--- config.mk ---
export PLATFORM = sky130hd
export DESIGN_NAME = fetcher_cached
export DESIGN_NICKNAME = d
export VERILOG_FILES = /design/src/rtl/fetcher_cached.sv
export SDC_FILE = /design/constraint.sdc
export NUM_CORES = 1
export LEC_CHECK = 0
export CAP_MARGIN = 30
export CORE_ASPECT_RATIO = 1.25
export CORE_MARGIN = 1.5
export CORE_UTILIZATION = 45
export CTS_CLUSTER_SIZE = 25
export DETAILED_ROUTE_END_ITERATION = 8
export PLACE_DENSITY = 0.62
export REMOVE_ABC_BUFFERS = 1
export SYNTH_ARGS = -nofsm -noshare
export SYNTH_HDL_FRONTEND = slang
export SYNTH_SLANG_ARGS = --single-unit
--- constraint.sdc ---
create_clock -name clk -period 4.18 [get_ports clk]
set_input_delay 0.836 -clock clk [delete_from_list [all_inputs] [get_ports clk]]
set_output_delay 0.836 -clock clk [all_outputs]
set_load 0.02 [all_outputs]
--- src/rtl/fetcher_cached.sv ---
// Per-core instruction fetcher with a direct-mapped instruction buffer in front of program memory.
// Hits return in one cycle with no memory traffic. Misses issue one valid/ready read and fill the line.
module fetcher_cached #(
  parameter int PROGRAM_MEM_ADDR_BITS = 8,
  parameter int PROGRAM_MEM_DATA_BITS = 16,
  parameter int CACHE_LINES           = 8,
  parameter int COUNTER_BITS          = 16
) (
  input  logic                             clk,
  input  logic                             reset_n,
  input  logic [2:0]                       core_state,
  input  logic [PROGRAM_MEM_ADDR_BITS-1:0] current_pc,
  input  logic                             invalidate,
  output logic                             mem_read_valid,
  output logic [PROGRAM_MEM_ADDR_BITS-1:0] mem_read_address,
  input  logic                             mem_read_ready,
  input  logic [PROGRAM_MEM_DATA_BITS-1:0] mem_read_data,
  output logic [2:0]                       fetcher_state,
  output logic [PROGRAM_MEM_DATA_BITS-1:0] instruction,
  output logic [COUNTER_BITS-1:0]          hit_count,
  output logic [COUNTER_BITS-1:0]          miss_count
);
  localparam int A     = PROGRAM_MEM_ADDR_BITS;
  localparam int D     = PROGRAM_MEM_DATA_BITS;
  localparam int C     = COUNTER_BITS;
  localparam int IDX   = $clog2(CACHE_LINES);
  // A buffer covering the whole address space leaves no tag bits; keep a constant-zero tag.
  localparam int TAG_W = (A > IDX) ? (A - IDX) : 1;

  localparam logic [2:0]   CORE_FETCH  = 3'b001;
  localparam logic [2:0]   CORE_DECODE = 3'b010;
  localparam logic [C-1:0] CNT_ONE     = C'(1);

  typedef enum logic [2:0] {
    ST_IDLE     = 3'b000,
    ST_FETCHING = 3'b001,
    ST_FETCHED  = 3'b010
  } state_e;

  state_e                 state_q;
  logic                   mem_read_valid_q;
  logic [A-1:0]           mem_read_address_q;
  logic [D-1:0]           instruction_q;
  logic [C-1:0]           hit_count_q, hit_count_d;
  logic [C-1:0]           miss_count_q, miss_count_d;
  logic [CACHE_LINES-1:0] valid_q;
  logic [TAG_W-1:0]       tag_q  [CACHE_LINES];
  logic [D-1:0]           data_q [CACHE_LINES];

  logic [IDX-1:0]   lk_idx, fill_idx;
  logic [TAG_W-1:0] lk_tag, fill_tag;
  logic             lookup, lk_hit, fill_en;

  assign lk_idx   = current_pc[IDX-1:0];
  assign lk_tag   = TAG_W'(current_pc >> IDX);
  assign lk_hit   = valid_q[lk_idx] && (tag_q[lk_idx] == lk_tag);
  assign lookup   = (state_q == ST_IDLE) && (core_state == CORE_FETCH);

  // The outstanding request address identifies the line to fill.
  assign fill_idx = mem_read_address_q[IDX-1:0];
  assign fill_tag = TAG_W'(mem_read_address_q >> IDX);
  assign fill_en  = (state_q == ST_FETCHING) && mem_read_ready;

  assign hit_count_d  = (lookup && lk_hit && (hit_count_q != '1))
                        ? hit_count_q + CNT_ONE : hit_count_q;
  assign miss_count_d = (lookup && !lk_hit && (miss_count_q != '1))
                        ? miss_count_q + CNT_ONE : miss_count_q;

  always_ff @(posedge clk) begin
    if (fill_en) begin
      data_q[fill_idx] <= mem_read_data;
      tag_q[fill_idx]  <= fill_tag;
    end
  end

  always_ff @(posedge clk or negedge reset_n) begin
    if (!reset_n) begin
      state_q            <= ST_IDLE;
      mem_read_valid_q   <= 1'b0;
      mem_read_address_q <= '0;
      instruction_q      <= '0;
      hit_count_q        <= '0;
      miss_count_q       <= '0;
      valid_q            <= '0;
    end else begin
      hit_count_q  <= hit_count_d;
      miss_count_q <= miss_count_d;
      // Invalidate beats a same-cycle fill so the line stays empty.
      if (invalidate)   valid_q           <= '0;
      else if (fill_en) valid_q[fill_idx] <= 1'b1;
      case (state_q)
        ST_IDLE: begin
          if (core_state == CORE_FETCH) begin
            if (lk_hit) begin
              instruction_q <= data_q[lk_idx];
              state_q       <= ST_FETCHED;
            end else begin
              mem_read_valid_q   <= 1'b1;
              mem_read_address_q <= current_pc;
              state_q            <= ST_FETCHING;
            end
          end
        end
        ST_FETCHING: begin
          if (mem_read_ready) begin
            instruction_q    <= mem_read_data;
            mem_read_valid_q <= 1'b0;
            state_q          <= ST_FETCHED;
          end
        end
        ST_FETCHED: begin
          if (core_state == CORE_DECODE) state_q <= ST_IDLE;
        end
        default: begin
          state_q          <= ST_IDLE;
          mem_read_valid_q <= 1'b0;
        end
      endcase
    end
  end

  assign mem_read_valid   = mem_read_valid_q;
  assign mem_read_address = mem_read_address_q;
  assign fetcher_state    = state_q;
  assign instruction      = instruction_q;
  assign hit_count        = hit_count_q;
  assign miss_count       = miss_count_q;
endmodule

After elaboration in Yosys (flattened, before gate mapping)
Memory sizes are Yosys's and may differ from the RTL's.
Cells that the tools add are included.
{ "op_classes": {"n_addsub": 2, "magnitude_cmp": 3, "eq_ne": 12, "n_mux": 21, "n_bitwise": 3, "reduce_logical": 16} }
{ "ops": {"columns": ["cell", "count"], "rows": [
  ["$mux 16", 3],
  ["$add 16x1->16 const B", 2],
  ["$ne 16x16->1 const B", 2],
  ["$pmux 16 s2", 1],
  ["$mux 8", 2],
  ["$mux 3", 3],
  ["$pmux 3 s3", 1],
  ["$logic_and 1x1->1", 8],
  ["$lt 3x4->1 const B", 2],
  ["$ne 2x2->1 const B", 4],
  ["$or 8x8->8", 1],
  ["$reduce_and 4->1", 2],
  ["$mux 1", 7],
  ["$eq 3x1->1 const B", 2],
  ["$eq 3x2->1 const B", 2],
  ["$reduce_and 3->1", 2],
  ["$eq 5x5->1", 1],
  ["$reduce_bool 2->1", 2],
  ["$bmux 1 s3", 1],
  ["$demux 1 s3", 1],
  ["$ge 3x1->1 const B", 1],
  ["$logic_not 3->1", 1],
  ["$pmux 1 s3", 1],
  ["$mux 2", 1],
  ["other kinds (3)", 4]
]} }
{ "word_totals": {"register_bits": 68, "ram_bits": 168, "inputBits": 31, "n_memories": 2} }
{ "mem_list": {"columns": ["name", "depth", "word_bits", "rd", "rd_clocked_by_memory_dff", "write_ports", "line_no", "source"], "rows": [
  ["data_q", 8, 16, 1, 0, 1, "48", "logic [D-1:0] data_q [CACHE_LINES];"],
  ["tag_q", 8, 5, 1, 0, 1, "47", "logic [TAG_W-1:0] tag_q [CACHE_LINES];"]
]} }

Longest topological paths before layout
Gate-level depths: netlist (run 1).
{ "logic_depth": {"ltp_word": 7, "mapped_depth": 11, "depth_no_buf": 7} }

Worst setup path before layout (run 1)
Ideal clock, no wire load.
{ "synth_path": {"kind": "in2reg", "from": "input port current_pc[0]", "to": "register instruction_q[10] (netlist: instruction[10])", "setup_time_ns": 0.127, "t_arrival_ns": 3.342, "t_required_ns": 4.053, "path_slack_ns": 0.711, "path_stages": 11, "n_path_buf": 4, "cell_sequence": "buf_2 -> buf_2 -> mux2i_1 -> mux4_2 -> xor2_1 -> nand3_1 -> or4_1 -> buf_2 -> a22oi_4 -> buf_6 -> mux2_1"} }
{ "synth_between": {"elab_chain_len": 5} }
{ "synth_lines": {"columns": ["element", "line_no", "source"], "rows": [
  ["start, declared", "12", "input logic [PROGRAM_MEM_ADDR_BITS-1:0] current_pc,"],
  ["$mem_v2 8x5 or $bmux 1 s3 (tied branches)", null, null],
  ["$eq 5x5->1 or $mux 1 (tied branches)", "56", "assign lk_hit = valid_q[lk_idx] && (tag_q[lk_idx] == lk_tag);"],
  ["$logic_and 1x1->1", "56", null],
  ["$ne 2x2->1 (no line)", null, null],
  ["$reduce_and 4->1 (no line)", null, null],
  ["end signal, assigned", "95", "instruction_q <= data_q[lk_idx];"],
  ["end signal, assigned", "106", "instruction_q <= mem_read_data;"],
  ["end, declared", "43", "logic [D-1:0] instruction_q;"]
]} }
Several ways; a longest one is shown, not always the timed one. The select of a mux whose other input is x is not followed.
A chain may end at the register's enable or synchronous reset.

Worst setup path after layout (run 1)
{ "layout_path": {"from": "input port current_pc[0]", "to": "register instruction_q[5] (netlist: instruction[5])"} }
The elaborated chain is that of the path after synthesis.

==> reports/results.ini, run 1 <==
[outcome]
status = complete, no violations

[power_and_ir_drop]
peakVddDrop_mv = 0.409
p_leak_nw = 4.23
power_density_nw_per_um2 = 506

[detailed_routing]
drc = 0
met3_length_microns = 1190
viasPerCell = 5.37
drtAntennaViolNets = 0
dr.pass1.iters = 4
routed.top_layer = met4
met1_length_microns = 8250
met2WireLength_microns = 9660
drt_wl_total_microns = 19300
routed-via-count = 5097
post_drt_wl_per_cell_microns = 20.4
drt_iter0_markers = 320

[min_path]
hp-class = input port to async pin

[clocking]
cts_tree = built
post_cts.repair.setup_buffers = 0
root_buffer = clkbuf_16
cts_resized = 0
h-tree-depth = 1
clkTransAtPathRegs_ns = 0.06
clock_latency_ns = 0.51
numCtsBuffers = 24
numClockSinks = 235
clk_path_buf_depth = 3
cts_hold_buf = 0

[synthesis]
syn_inst = 543
yosys_warnings = 0
mappedNetlistArea_sq_um = 9490
synth.area.top_cells = edfxtp_1, dfrtp_1, mux4_2
yosys.area.top_type_share_pct = 53.1
ys_ff_latch = 235
synth_area_leader_cell = edfxtp_1
avgSynthCellArea_sq_um = 17.5
synth_cell_types = 36
yosysSeqAreaShare_pct = 70.8

[sta]
setup_viol = 0
finalHoldViolCount = 0
timing.hold.ws_ns = 0.436
tightest_slew_ns = 0.858
min_period_ns = 3.33
fin_crit_sh_pct = 79.6
rsz0062_at_grt = false
relSlewSlack_pct = 42.8
setup_tns_ns = 0
finClkSkew_ns = 0.00986
fmax_mhz = 300
slew_viol_final = 0

[setup_path]
critPathKind = input port to register
r2r_slack_ns = 1.38
cp_cell_sequence = buf_2, mux4_2, mux2i_1, xnor2_1, or4_1, a22oi_4, buf_4, mux2_2
arrival_ns = 3.72
cp-start-kind = input port
worstPathMaxFanout = 18
cp_slowest_cell = or4_1
cp.required_ns = 4.57
cp-end-kind = register
slowest_delay_ns = 0.66

[global_routing]
track_usage_pct = 18.0
grt-ovfl-total = 0
grt_max_degree = 35
antenna_found_initial = 0
grt_pass1_wl_microns = 29900
first_global_vias = 5371

[finish]
final_core_util_pct = 56.0
final_common_cell = edfxtp_1
nNetsFinal = 689
drive_gt1_share_pct = 21.2
final_cells = 949
area_growth_pct = 22.4
final_cell_mix = edfxtp_1, clkdlybuf4s50_1, dfrtp_1, mux4_2, mux2i_1

[die]
die_w_microns = 133
core_area_sq_um = 20700
die_h_microns = 165
placementRows = 59
initial_core_util_pct = 45.8
die_area_sq_um = 22000
io_pins = 91

[placement]
dp_cells = 904
io_buffers = 89
dp_hpwl_microns = 12000
gp_congestion = 0.775

[job]
max_cap_violations = 0

-- synth_stat cells (all sizes together) --
cell type,instances
edfxtp,168
dfrtp,67
mux4,40
mux2i,34
nand2,31
mux2,28
nor2,21
o21ai,18
xor2,18
buf,17
nand3,15
xnor2,14
nand4,13
nor3,12
and3,9
clkbuf,8
nor4,5
o21ba,4
nand2b,3
a31oi,2
and2,2
ha,2
inv,2
or2,2
or4,2
a22oi,1
a31o,1
and4,1
conb,1
o31ai,1
or3,1
-- worst paths after layout --
path                                       from                  end  cells after the start
worst min register to register  instruction[10]      instruction[10]                      1
worst min-delay path                    reset_n       miss_count[12]                      1
worst max register to register      tag_q[7][1]       instruction[5]                      7
min in group clk                instruction[10]      instruction[10]                      1
worst max-delay path              current_pc[0]       instruction[5]                      8
max in group asynchronous               reset_n  mem_read_address[5]                      2
-- power by group --
group	total (mW)	internal (mW)	switching [mW]
logic	0.844	0.421	0.423
clock network	2.18	1.35	0.824
registers	2.86	2.71	0.145
total	5.88	4.49	1.39
-- area by class of cell --
cell class,count,area [sq um]
sequential,235,6720
clock buffer,31,658
inverter,2,7.51
multi-input combinational,281,2680
antenna,1,2.50
clock inverter,13,163
timing repair buffer,112,1040
tap,274,343
fill,1652,9130
-- flip-flops by register name, indices dropped and copies added (netlist names) --
signal	cells
data_q	128
fetcher_state	2
hit_count	16
instruction	16
mem_read_address	8
mem_read_valid	1
miss_count	16
tag_q	40
valid_q	8
-- through the flow --
step / setup WS [ns] / total power, mW / instance area, sq um
after global placement: 0.372 / 3.74 / 10800
after CTS: 0.829 / 5.95 / 11600
final: 0.851 / 5.88 / 11600
after detailed placement: 0.297 / 3.76 / 10800
after floorplan: 0.0752 / 3.28 / 9380
after global routing: 0.704 / 6.10 / 11600
-- worst max-delay path, delay by kind of cell --
| kind | cells | cell delay [ns] |
|---|---|---|
| buffers and inverters | 2 | 0.75 |
| and+or+nand+nor | 1 | 0.66 |
| muxes | 3 | 1.14 |
| AOI/OAI and AO/OA | 1 | 0.23 |
| xor gates and xnor gates | 1 | 0.08 |
-- cells by family after synthesis --
| group | Yosys count | share of synthesized area [%] |
|---|---|---|
| other | 1 | 0.0395 |
| XOR/XNOR | 32 | 2.95 |
| AND/OR/NAND/NOR | 117 | 6.37 |
| flip-flops | 235 | 70.8 |
| AO/OA/AOI/OAI | 27 | 1.90 |
| buffers and inverters | 27 | 1.28 |
| adder cells (fa/ha/maj) | 2 | 0.264 |
| multiplexers | 102 | 16.4 |
-- routing by layer --
| layer | up-vias | track usage, % |
|---|---|---|
| met2 | 133 | 31.4 |
| met1 | 2610 | 23.4 |
| li1 | 2335 | - |
| met5 | - | 0 |
| met3 | 19 | 3.60 |
| met4 | 0 | 4.45 |
Power figures use the tool's default switching activity.
==> run 2, diff against run 1 <==
==> constraint.sdc (replaced) <==
create_clock -name clk -period 3.2 [get_ports clk]
set_input_delay 0.64 -clock clk [delete_from_list [all_inputs] [get_ports clk]]
set_output_delay 0.64 -clock clk [all_outputs]
set_load 0.02 [all_outputs]
==> reports/results.ini, run 2 (same netlist as run 1, synthesis figures left out) <==
[placement]
dp_hpwl_microns = 12000
dp_cells = 915
placed_cell_area_sq_um = 11000
gp_congestion = 0.808
io_buffers = 89
place_ws_ns = -0.139

[setup_path]
critPathKind = input port to register
worstPathMaxFanout = 17
cp-start-kind = input port
cp_slowest_cell = or4_1
cp.required_ns = 3.58
arrival_ns = 3.20
cpMostUsedCell = buf_12
cp-end-kind = register
worstRegToRegCells = 8
r2r_slack_ns = 0.45
cp_cell_sequence = buf_2, buf_12, mux4_2, mux2i_1, xnor2_1, or4_1, buf_4, a22oi_4, buf_12, mux2_1
slowest_delay_ns = 0.55
r2r-start = tag_q[7][1]
worst_r2r_endpoint = instruction[10]

[finish]
largestRegisters = data_q: 128 flops, tag_q: 40 flops
final_cell_mix = edfxtp_1, clkdlybuf4s50_1, dfrtp_1, mux4_2, mux2i_1
n_antenna_cell = 0
fin_area_sq_um = 11800
area_growth_pct = 24.1
seq_area_sq_um = 6720
nNetsFinal = 700
multi_input_area_sq_um = 2680
fill_cells = 1613
final_core_util_pct = 56.8
drive_gt1_share_pct = 23.4
largest_register = data_q
final_common_cell = edfxtp_1
final_cells = 959
largest_reg_flops = 128

[min_path]
hp-class = input port to async pin

[sta]
worst_slack_ns = 0.383
relSlewSlack_pct = 50.2
timing.hold.ws_ns = 0.198
setup_tns_ns = 0
fin_crit_sh_pct = 88.0
setup_viol = 0
finClkSkew_ns = 0.0142
finalHoldViolCount = 0
slew_viol_final = 0
fmax_mhz = 355
min_period_ns = 2.82
rsz0062_at_grt = false
tightest_slew_ns = 0.747

[clocking]
cts_hold_buf = 0
clk_path_buf_depth = 3
clkTransAtPathRegs_ns = 0.06
cts_resized = 0
clock_latency_ns = 0.51
post_cts.repair.setup_buffers = 0
cts_tree = built
numClockSinks = 235
numCtsBuffers = 24
root_buffer = clkbuf_16
h-tree-depth = 1

[global_routing]
track_usage_pct = 18.4
antenna_found_initial = 0
grt_pass1_wl_microns = 30400
first_global_vias = 5460
grt_max_degree = 42
grt-ovfl-total = 0

[power_and_ir_drop]
power_frac_comb_pct = 14.6
p_leak_nw = 4.32
switching_share_pct = 24.4
total_power_mw = 7.72
peakVddDrop_mv = 0.458
power.internal_mw = 5.84
power_switching_mw = 1.88
pwr-share-seq_pct = 48.3
power_density_nw_per_um2 = 655
p_clk_share_pct = 37.1

[detailed_routing]
drt_iter0_markers = 309
routed-via-count = 5225
post_drt_wl_per_cell_microns = 20.7
viasPerCell = 5.45
drc = 0
dr.pass1.iters = 4
drt_wl_total_microns = 19900
drtAntennaViolNets = 0

[outcome]
status = complete, no violations

[die]
core_area_sq_um = 20700
die_w_microns = 133
die_area_sq_um = 22000
initial_core_util_pct = 45.8
io_pins = 91
die_h_microns = 165
placementRows = 59

[job]
max_cap_violations = 0

-- run 2: cell count changes in the layout (fill, tap and decap cells not counted), sizes merged --
cell	previous run	this run
buf	27	38
bufinv	4	2
inv	2	4
clkbuf	31	32
clkinvlp	1	0
diode	1	0
-- run 2: cell type report --
class                           instances  area share (%)
Tap cell                              274            2.91
Multi-Input combinational cell        281            22.7
Timing Repair Buffer                  123            10.2
Inverter                                2          0.0637
Clock inverter                         12           0.988
Sequential cell                       235            57.1
Clock buffer                           32            6.05
-- run 2: per-layer routing --
metal  part of all wire, %  track usage, %
met5                     0               0
met4                   1.8            5.59
met3                   5.3            3.36
met2                    49            31.0
met1                    44            24.6
-- run 2: worst max-delay path by stage --
stage	start	to
after floorplan	fetcher_state[0]	data_q[0][0]
after global placement	current_pc[0]	instruction[4]
after detailed placement	current_pc[0]	instruction[10]
after CTS	current_pc[0]	instruction[10]
after global routing	current_pc[0]	instruction[13]
final	current_pc[0]	instruction[10]
-- run 2: worst max-delay path: cells and delay by family --
kind,cells,cell delay (ns)
XOR/XNOR,1,0.08
AND/OR/NAND/NOR,1,0.55
buffers and inverters,4,0.65
multiplexers,3,1.04
AO/OA/AOI/OAI,1,0.20
-- run 2: power by group through the flow --
stage / clock (mW) / sequential (mW) / combinational (mW)
after floorplan: 0 / 3.95 / 0.325
after global placement: 0 / 3.77 / 1.13
after detailed placement: 0 / 3.79 / 1.14
after CTS: 2.93 / 3.73 / 1.15
after global routing: 3.04 / 3.75 / 1.21
final: 2.86 / 3.73 / 1.13
==> run 3, diff against run 2 <==
--- a/config.mk
+++ b/config.mk
@@ -7,11 +7,11 @@
 export LEC_CHECK = 0
 export CAP_MARGIN = 30
 export CORE_ASPECT_RATIO = 1.25
-export CORE_MARGIN = 1.5
-export CORE_UTILIZATION = 45
+export CORE_MARGIN = 4
+export CORE_UTILIZATION = 31
 export CTS_CLUSTER_SIZE = 25
 export DETAILED_ROUTE_END_ITERATION = 8
-export PLACE_DENSITY = 0.62
+export PLACE_DENSITY = 0.47
 export REMOVE_ABC_BUFFERS = 1
 export SYNTH_ARGS = -nofsm -noshare
 export SYNTH_HDL_FRONTEND = slang
==> constraint.sdc (replaced) <==
create_clock -name clk -period 2.5 [get_ports clk]
set_input_delay 0.5 -clock clk [delete_from_list [all_inputs] [get_ports clk]]
set_output_delay 0.5 -clock clk [all_outputs]
set_load 0.02 [all_outputs]
==> reports/results.ini, run 3 (same netlist as run 1, synthesis figures left out) <==
[outcome]
status = finished, violations left
failed_checks = setup timing

[sta]
finalHoldViolCount = 0
fin_crit_sh_pct = 108
rsz0062_at_grt = true
setup_tns_ns = -4.26
setup_viol = 41
relSlewSlack_pct = 59.1
worst_slack_ns = -0.192
tightest_slew_ns = 0.613
fmax_mhz = 371
slew_viol_final = 0
finClkSkew_ns = 0.0162
min_period_ns = 2.69

[die]
die_area_sq_um = 33500
die_h_microns = 204
io_pins = 91
core_area_sq_um = 30100
die_w_microns = 165
placementRows = 71
initial_core_util_pct = 31.5

[power_and_ir_drop]
pwr-share-seq_pct = 47.2
p_clk_share_pct = 37.0
power.internal_mw = 7.62
power_switching_mw = 2.52
power_density_nw_per_um2 = 812
peakVddDrop_mv = 0.454
p_leak_nw = 4.69
switching_share_pct = 24.9
power_frac_comb_pct = 15.8

[detailed_routing]
drc = 0
drtAntennaViolNets = 0
post_drt_wl_per_cell_microns = 20.3
drt_wl_total_microns = 22600
dr.pass1.iters = 4
drt_iter0_markers = 283
routed-via-count = 5294
viasPerCell = 4.76

[finish]
largest_register = data_q
final_common_cell = edfxtp_1
fill_cells = 2735
fin_area_sq_um = 12500
largest_reg_flops = 128
largestRegisters = data_q: 128 flops, tag_q: 40 flops
nNetsFinal = 725
drive_gt1_share_pct = 28.2
area_growth_pct = 31.6
n_antenna_cell = 0
final_cell_mix = edfxtp_1, clkdlybuf4s50_1, dfrtp_1, mux4_2, buf_4

[clocking]
numClockSinks = 235
h-tree-depth = 1
root_buffer = clkbuf_16
numCtsBuffers = 26
cts_tree = built
clkTransAtPathRegs_ns = 0.06
clock_latency_ns = 0.52
clk_path_buf_depth = 3

[placement]
dp_hpwl_microns = 14000
gp_congestion = 0.817
io_buffers = 89
placed_cell_area_sq_um = 11300

[global_routing]
grt-ovfl-total = 0
first_global_vias = 6010
grt_max_degree = 43
antenna_found_initial = 0
track_usage_pct = 13.9
grt_pass1_wl_microns = 35900

[setup_path]
worstPathMaxFanout = 9
worstSetupStartpoint = current_pc[0]
cp.required_ns = 2.89
critPathKind = input port to register
cp-start-kind = input port
cp-end-kind = register
arrival_ns = 3.08
r2r-start = tag_q[7][4]

[job]
max_cap_violations = 0

[min_path]
holdCritStartpoint = mem_read_valid
hp-class = register to register

## run 3: changes by cell type in the layout (fill, tap and decap cells not counted), moves of 3 or more
cell      previous run  this run
nor3_4               0         6
nor3_1              10         2
clkinv_2             7         4
nor4_4               0         4
mux2_2              19        12
mux2_1               9         2
buf_12               6        14
mux2_4               0        14
buf_4               28        39
nor4_2               5         1
## run 3: final timing paths
kind                                        end  slack (ns)  cells after the start
max in group asynchronous       instruction[12]        1.35                      3
worst min-delay path             mem_read_valid        0.49                      2
min in group asynchronous         miss_count[0]        0.53                      2
worst max-delay path             instruction[6]       -0.19                     11
worst max register to register   instruction[6]       -0.17                      9
worst min register to register   mem_read_valid        0.49                      2
## run 3: final cells by class
cell class	count	area, sq um	area share [%]
Multi-Input combinational cell	281	2860	22.9
Inverter	2	7.51	0.0601
Sequential cell	235	6720	53.8
Clock inverter	11	85.1	0.681
Tap cell	401	502	4.02
Clock buffer	37	773	6.19
Timing Repair Buffer	146	1540	12.3
## run 3: metal layers
layer / track usage, % / routed length (microns) / part of all wire [%]
met1: 18.5 / 9820 / 43
met2: 23.2 / 11100 / 49
met3: 3.19 / 1330 / 5.9
met4: 2.82 / 357 / 1.6
met5: 0 / 0 / 0
## run 3: power groups by stage
stage / clock network, mW / logic, mW / registers (mW)
finish: 3.75 / 1.61 / 4.78
floorplan: 0 / 0.416 / 5.06
CTS: 3.88 / 1.63 / 4.79
global placement: 0 / 1.51 / 4.85
global route: 4.03 / 1.73 / 4.83
detailed placement: 0 / 1.53 / 4.86
## run 3: critical path, stage by stage
cell and delay [ns]:
buf_4 0.17, buf_12 0.16, mux2i_1 0.11, mux4_2 0.47
xor2_1 0.15, nand3_1 0.10, or4_4 0.59, a22oi_4 0.23
buf_12 0.15, buf_12 0.13, mux2_4 0.30
## run 3: stage by stage
stage | utilization, % | worst slack (ns) | std cells | total power [mW] | hold WS, ns
3_3_place_gp | 37.6 | -0.699 | 1058 | 6.36 | 0.469
6_report | 41.5 | -0.192 | 1113 | 10.1 | 0.489
2_1_floorplan | - | -1.60 | 518 | 5.48 | 0.204
4_1_cts | 41.3 | -0.218 | 1113 | 10.3 | 0.495
5_1_grt | 41.5 | -0.280 | 1113 | 10.6 | 0.522
3_5_place_dp | 37.6 | -0.718 | 1058 | 6.39 | 0.477
## run 3: repair_timing
item / CTS / global route
endpoints found under the hold margin: 16 / 0
buffers inserted: 4 / 0
hold buffers: 1 / 0
endpoints found under the setup margin: 59 / 56
pin swaps: 6 / 1
cloned: 2 / 0
gates resized for setup: 34 / 8
